<file path="src/rtl/clock_pkg.sv">
// Shared definitions for the clock display path: BCD digit type,
// seven-segment patterns (bit0 = a ... bit6 = g, 1 = lit) and default digit count.
package clock_pkg;

    localparam int NUM_DIGITS_DEF = 6;

    typedef logic [3:0] bcd_t;

    localparam logic [6:0] SEG_0   = 7'h3F;
    localparam logic [6:0] SEG_1   = 7'h06;
    localparam logic [6:0] SEG_2   = 7'h5B;
    localparam logic [6:0] SEG_3   = 7'h4F;
    localparam logic [6:0] SEG_4   = 7'h66;
    localparam logic [6:0] SEG_5   = 7'h6D;
    localparam logic [6:0] SEG_6   = 7'h7D;
    localparam logic [6:0] SEG_7   = 7'h07;
    localparam logic [6:0] SEG_8   = 7'h7F;
    localparam logic [6:0] SEG_9   = 7'h6F;
    localparam logic [6:0] SEG_OFF = 7'h00;

endpackage

</file>
<file path="src/rtl/segment_code.sv">
// BCD to seven-segment decoder, purely combinational.
// Non-decimal codes and blanked digits produce an all-off pattern.
module segment_code
    import clock_pkg::*;
(
    input  bcd_t       digit,
    input  logic       blank,
    output logic [6:0] seg
);

    always_comb begin
        seg = SEG_OFF;
        if (!blank) begin
            case (digit)
                4'd0:    seg = SEG_0;
                4'd1:    seg = SEG_1;
                4'd2:    seg = SEG_2;
                4'd3:    seg = SEG_3;
                4'd4:    seg = SEG_4;
                4'd5:    seg = SEG_5;
                4'd6:    seg = SEG_6;
                4'd7:    seg = SEG_7;
                4'd8:    seg = SEG_8;
                4'd9:    seg = SEG_9;
                default: seg = SEG_OFF;
            endcase
        end
    end

endmodule

</file>
<file path="src/rtl/display_scan.sv">
// Time-multiplexed seven-segment scanner with pending/active frame shadow registers.
// New frames are only swapped in at the frame boundary so the display never tears.
module display_scan
    import clock_pkg::*;
#(
    parameter int NUM_DIGITS   = NUM_DIGITS_DEF,
    parameter int SCAN_DIV     = 1000,
    parameter int BLANK_CYCLES = 1
) (
    input  logic                    clk,
    input  logic                    rst,
    input  logic [4*NUM_DIGITS-1:0] digits_in,
    input  logic [NUM_DIGITS-1:0]   dp_in,
    input  logic [NUM_DIGITS-1:0]   blank_in,
    input  logic                    load,
    output logic [6:0]              seg_out,
    output logic                    dp_out,
    output logic [NUM_DIGITS-1:0]   digit_sel,
    output logic                    frame_start
);

    localparam int CW = (SCAN_DIV > 1) ? $clog2(SCAN_DIV) : 1;
    localparam int IW = (NUM_DIGITS > 1) ? $clog2(NUM_DIGITS) : 1;
    localparam logic [CW-1:0] CNT_LAST  = CW'(SCAN_DIV - 1);
    localparam logic [IW-1:0] IDX_LAST  = IW'(NUM_DIGITS - 1);
    localparam logic [CW-1:0] BLANK_END = CW'(BLANK_CYCLES);

    logic [CW-1:0] cnt;
    logic [IW-1:0] idx;

    bcd_t [NUM_DIGITS-1:0] act_digits;
    bcd_t [NUM_DIGITS-1:0] pend_digits;
    logic [NUM_DIGITS-1:0] act_dp;
    logic [NUM_DIGITS-1:0] act_blank;
    logic [NUM_DIGITS-1:0] pend_dp;
    logic [NUM_DIGITS-1:0] pend_blank;
    logic                  pend;

    logic       wrap;
    logic       drive;
    bcd_t       cur_digit;
    logic       cur_dp;
    logic       cur_blank;
    logic [6:0] seg_dec;

    assign wrap      = (cnt == CNT_LAST) && (idx == IDX_LAST);
    assign drive     = (cnt >= BLANK_END);
    assign cur_digit = act_digits[idx];
    assign cur_dp    = act_dp[idx];
    assign cur_blank = act_blank[idx];

    segment_code u_segment_code (
        .digit (cur_digit),
        .blank (cur_blank),
        .seg   (seg_dec)
    );

    always_ff @(posedge clk) begin
        if (rst) begin
            cnt <= '0;
            idx <= '0;
        end else if (cnt == CNT_LAST) begin
            cnt <= '0;
            idx <= (idx == IDX_LAST) ? '0 : idx + IW'(1);
        end else begin
            cnt <= cnt + CW'(1);
        end
    end

    // A load coinciding with the boundary bypasses the pending copy entirely.
    always_ff @(posedge clk) begin
        if (rst) begin
            act_digits  <= '0;
            act_dp      <= '0;
            act_blank   <= '0;
            pend_digits <= '0;
            pend_dp     <= '0;
            pend_blank  <= '0;
            pend        <= 1'b0;
        end else if (load && wrap) begin
            act_digits <= digits_in;
            act_dp     <= dp_in;
            act_blank  <= blank_in;
            pend       <= 1'b0;
        end else if (load) begin
            pend_digits <= digits_in;
            pend_dp     <= dp_in;
            pend_blank  <= blank_in;
            pend        <= 1'b1;
        end else if (wrap && pend) begin
            act_digits <= pend_digits;
            act_dp     <= pend_dp;
            act_blank  <= pend_blank;
            pend       <= 1'b0;
        end
    end

    always_ff @(posedge clk) begin
        if (rst) begin
            seg_out     <= SEG_OFF;
            dp_out      <= 1'b0;
            digit_sel   <= '0;
            frame_start <= 1'b0;
        end else begin
            seg_out     <= drive ? seg_dec : SEG_OFF;
            dp_out      <= drive & cur_dp & ~cur_blank;
            digit_sel   <= drive ? (NUM_DIGITS'(1) << idx) : '0;
            frame_start <= (cnt == '0) && (idx == '0);
        end
    end

endmodule

</file>
<file path="config.mk">
export PLATFORM = sky130hd
export DESIGN_NAME = display_scan
export DESIGN_NICKNAME = d
export VERILOG_FILES = /design/src/rtl/clock_pkg.sv /design/src/rtl/segment_code.sv /design/src/rtl/display_scan.sv
export SDC_FILE = /design/constraint.sdc
export NUM_CORES = 1
export LEC_CHECK = 0
export BUFFER_PORTS_ARGS = -buffer_cell sky130_fd_sc_hd__clkbuf_2
export CORE_MARGIN = 5
export CORE_UTILIZATION = 45
export CTS_CLUSTER_SIZE = 14
export DETAILED_ROUTE_END_ITERATION = 10
export REMOVE_ABC_BUFFERS = 1
export SLEW_MARGIN = 25
export SYNTH_ARGS = -nofsm -noshare
export SYNTH_HDL_FRONTEND = slang
export SYNTH_HIERARCHICAL = 1
export SYNTH_SLANG_ARGS = --single-unit
</file>
<file path="constraint.sdc">
create_clock -name clk -period 5.75 [get_ports clk]
set_clock_uncertainty 0.15 [all_clocks]
set_input_delay 1.4375 -clock clk [delete_from_list [all_inputs] [get_ports clk]]
set_output_delay 1.4375 -clock clk [all_outputs]
set_load 0.02 [all_outputs]
</file>
==> flow_summary.toml <==
[clock_network]
cts_tree = "yes"
cts_hold_buf = 0
clock_path_buffers = 2
clkLatencyLatePin_ns = 0.36
cts_htree_levels = 3
cts_setup_buffers = 0
root_buffer = "clkbuf_8"
cts.sinks = 101
clk_pin_slew_ns = 0.10
post_cts_resize_count = 0
numCtsBuffers = 9

[placement]
place_ws_ns = 2.17
io_buffers = 53
dp_cells = 686
placed_area_mm2 = 0.00490
dpl.hpwl_um = 6460
finalWeightedCongestion = 0.718

[detailed_routing]
avgRoutedWirePerCell_um = 14.4
dr.pass1.iters = 4
drc = 0
drt-total-wl_um = 10100
first_iter_violations = 145
viasPerCell = 5.19
ant_nets = 0
vias = 3645

[floorplanning]
die_x_um = 111
start_util_pct = 45.5
row_count = 37
chipHeight_um = 111
pin_count = 54
coreArea_mm2 = 0.0102
die-area_mm2 = 0.0124

[logic_synthesis]
ys_top_cells_by_area = "dfxtp_1 (44%), nand2_1 (6.3%), a21oi_1 (5.6%)"
yosysWarnings = 6
synth_flop_cell = "dfxtp_1"
netlist_area_mm2 = 0.00463
yosysSeqAreaShare_pct = 43.6
postSynth.asyncResetShare_pct = 0
ys_types = 55
netlist_top_cells_count = "dfxtp_1 (101), nand2_1 (78), a21oi_1 (52)"
avgSynthCellArea_um2 = 8.79
synth_largest_area_cell = "dfxtp_1"
yosys.area.top_type_share_pct = 43.6
ys_ff_latch = 101
synth-edff-count = 0
syn_inst = 527
yosysMostFrequentCell = "dfxtp_1"

[sta]
drv_slew = 0
grt_setup_unrepaired = "false"
hold_viol_final = 0
fin_setup_tns_ns = 0
period_share_pct = 55.9
setup_viol = 0
worst_pin_slew_ns = 0.851
final.min_clock_period_ns = 3.21
fmax_mhz = 311
relSlewSlack_pct = 43.3
worst_slack_ns = 2.54

[hold_path]
holdPathStages = 2
min_to = "pend_dp[5]$_SDFFE_PP0P_"
worstHoldPathType = "register to register"
worstHoldStart = "pend_dp[5]$_SDFFE_PP0P_"

[final_layout]
final_cell_area_mm2 = 0.00513
num-nets-final = 609
layout-drive-gt1-share_pct = 17.8
antenna_cells = 0
syn2layout_area_growth_pct = 10.8
fin_cells = 702

[run]
maxCapViolations = 0

[setup_path]
path_max_fanout = 58
end_kind = "register"
critPathKind = "primary input to register"
rr_worst_depth = 9
crit_buf_inv = 3
reg2reg_to = "seg_out[0]$_SDFF_PP0_"
worst_path_max_delay_cell = "buf_4"
cp_top_family = "buffers and inverters"
required_ns = 5.87
worst-path-stages = 7
arrival_ns = 3.33
r2r-start = "idx[1]$_SDFFE_PP0P_"
start_kind = "primary input"
path_cells = "clkbuf_2 -> buf_4 -> nor2_1 -> nor2_1 -> buf_4 -> nand2_2 -> o32ai_1"
slowest_delay_ns = 0.49
rrSetupSlack_ns = 2.88

[status]
outcome = "completed"

[power_and_ir_drop]
leakagePower_nw = 1.88
p_per_area_mw_per_mm2 = 265
peakVddDrop_v = 0.000123

[grt]
grt-ovfl-total = 0
grt_max_degree = 59
grt_pass1_wl_um = 16900
grt_usage_pct = 16.3
grt_pass1_vias = 3520
antenna_found_initial = 0
power by group:
| group | switching (W) | leakage, nW | internal [W] |
|---|---|---|---|
| combinational | 0.0000700 | 0.947 | 0.0000405 |
| sequential | 0.0000107 | 0.824 | 0.000722 |
| clock | 0.000255 | 0.113 | 0.000261 |
| total | 0.000336 | 1.88 | 0.00102 |
worst max path at each step:
stage,startpoint,to,slack [ns]
floorplan,load,act_blank[2]$_SDFFE_PP0P_,2.58
global placement,load,act_blank[2]$_SDFFE_PP0P_,2.27
detailed placement,load,act_blank[4]$_SDFFE_PP0P_,2.17
CTS,load,act_blank[4]$_SDFFE_PP0P_,2.56
global route,load,act_blank[3]$_SDFFE_PP0P_,2.44
finish,load,act_blank[4]$_SDFFE_PP0P_,2.54
worst reg2reg max path, delay by kind of cell (launching register included):
kind	cells	cell delay (ns)
buf+inv	2	0.25
fa+ha+maj	1	0.23
compound gates	3	0.76
simple gates	2	0.36
mux	1	0.33
flops	1	0.74
per-stage QoR:
stage / total power [W] / hold slack (ns) / utilization (%)
floorplan: 0.000807 / 0.277 / -
global placement: 0.000856 / 0.292 / 48.1
detailed placement: 0.000860 / 0.298 / 48.1
CTS: 0.00137 / 0.312 / 50.4
global route: 0.00142 / 0.321 / 50.4
finish: 0.00136 / 0.312 / 50.4
state kept, by name (all words and copies together) (netlist names):
name and count:
act_blank 6, act_digits 24, act_dp 6, cnt 10
digit_sel 6, dp_out 1, frame_start 1, idx 3
pend 1, pend_blank 6, pend_digits 24, pend_dp 6
seg_out 7
layout by cell type (no fill, tap or decap), drive strengths merged, types with 15 or more instances in the layout:
cell / n
a21oi: 54
clkbuf: 63
dfxtp: 101
inv: 50
nand2: 79
nand2b: 26
nor2: 34
o2111ai: 21
o21ai: 23
o32ai: 15
layout make-up:
| cell class | count | area, µm² |
|---|---|---|
| repair buffers | 60 | 318 |
| well taps | 136 | 170 |
| inverters | 49 | 184 |
| fillers | 1035 | 5050 |
| clock buffers | 10 | 138 |
| flip-flops and latches | 101 | 2020 |
| multi-input cells | 340 | 2210 |
| clock inverters | 6 | 93.8 |
metal layers:
layer | vias to the layer above | global-route usage, % | share of wire [%] | wire length, µm
li1 | 1866 | - | - | -
met2 | 76 | 27.1 | 46 | 4690
met5 | - | 0 | 0 | 0
met1 | 1695 | 20.7 | 47 | 4770
met4 | 0 | 4.70 | 1.1 | 114
met3 | 8 | 4.84 | 5.1 | 512
kinds of logic after synthesis:
group	Yosys count	synth area share [%]
and+or+nand+nor	179	19.1
AOI/OAI and AO/OA	129	19.7
DFF	101	43.6
buffers and inverters	86	8.69
muxes	13	4.59
xor gates and xnor gates	10	1.89
adders and majority gates	9	2.43
Power figures use the tool's default switching activity.
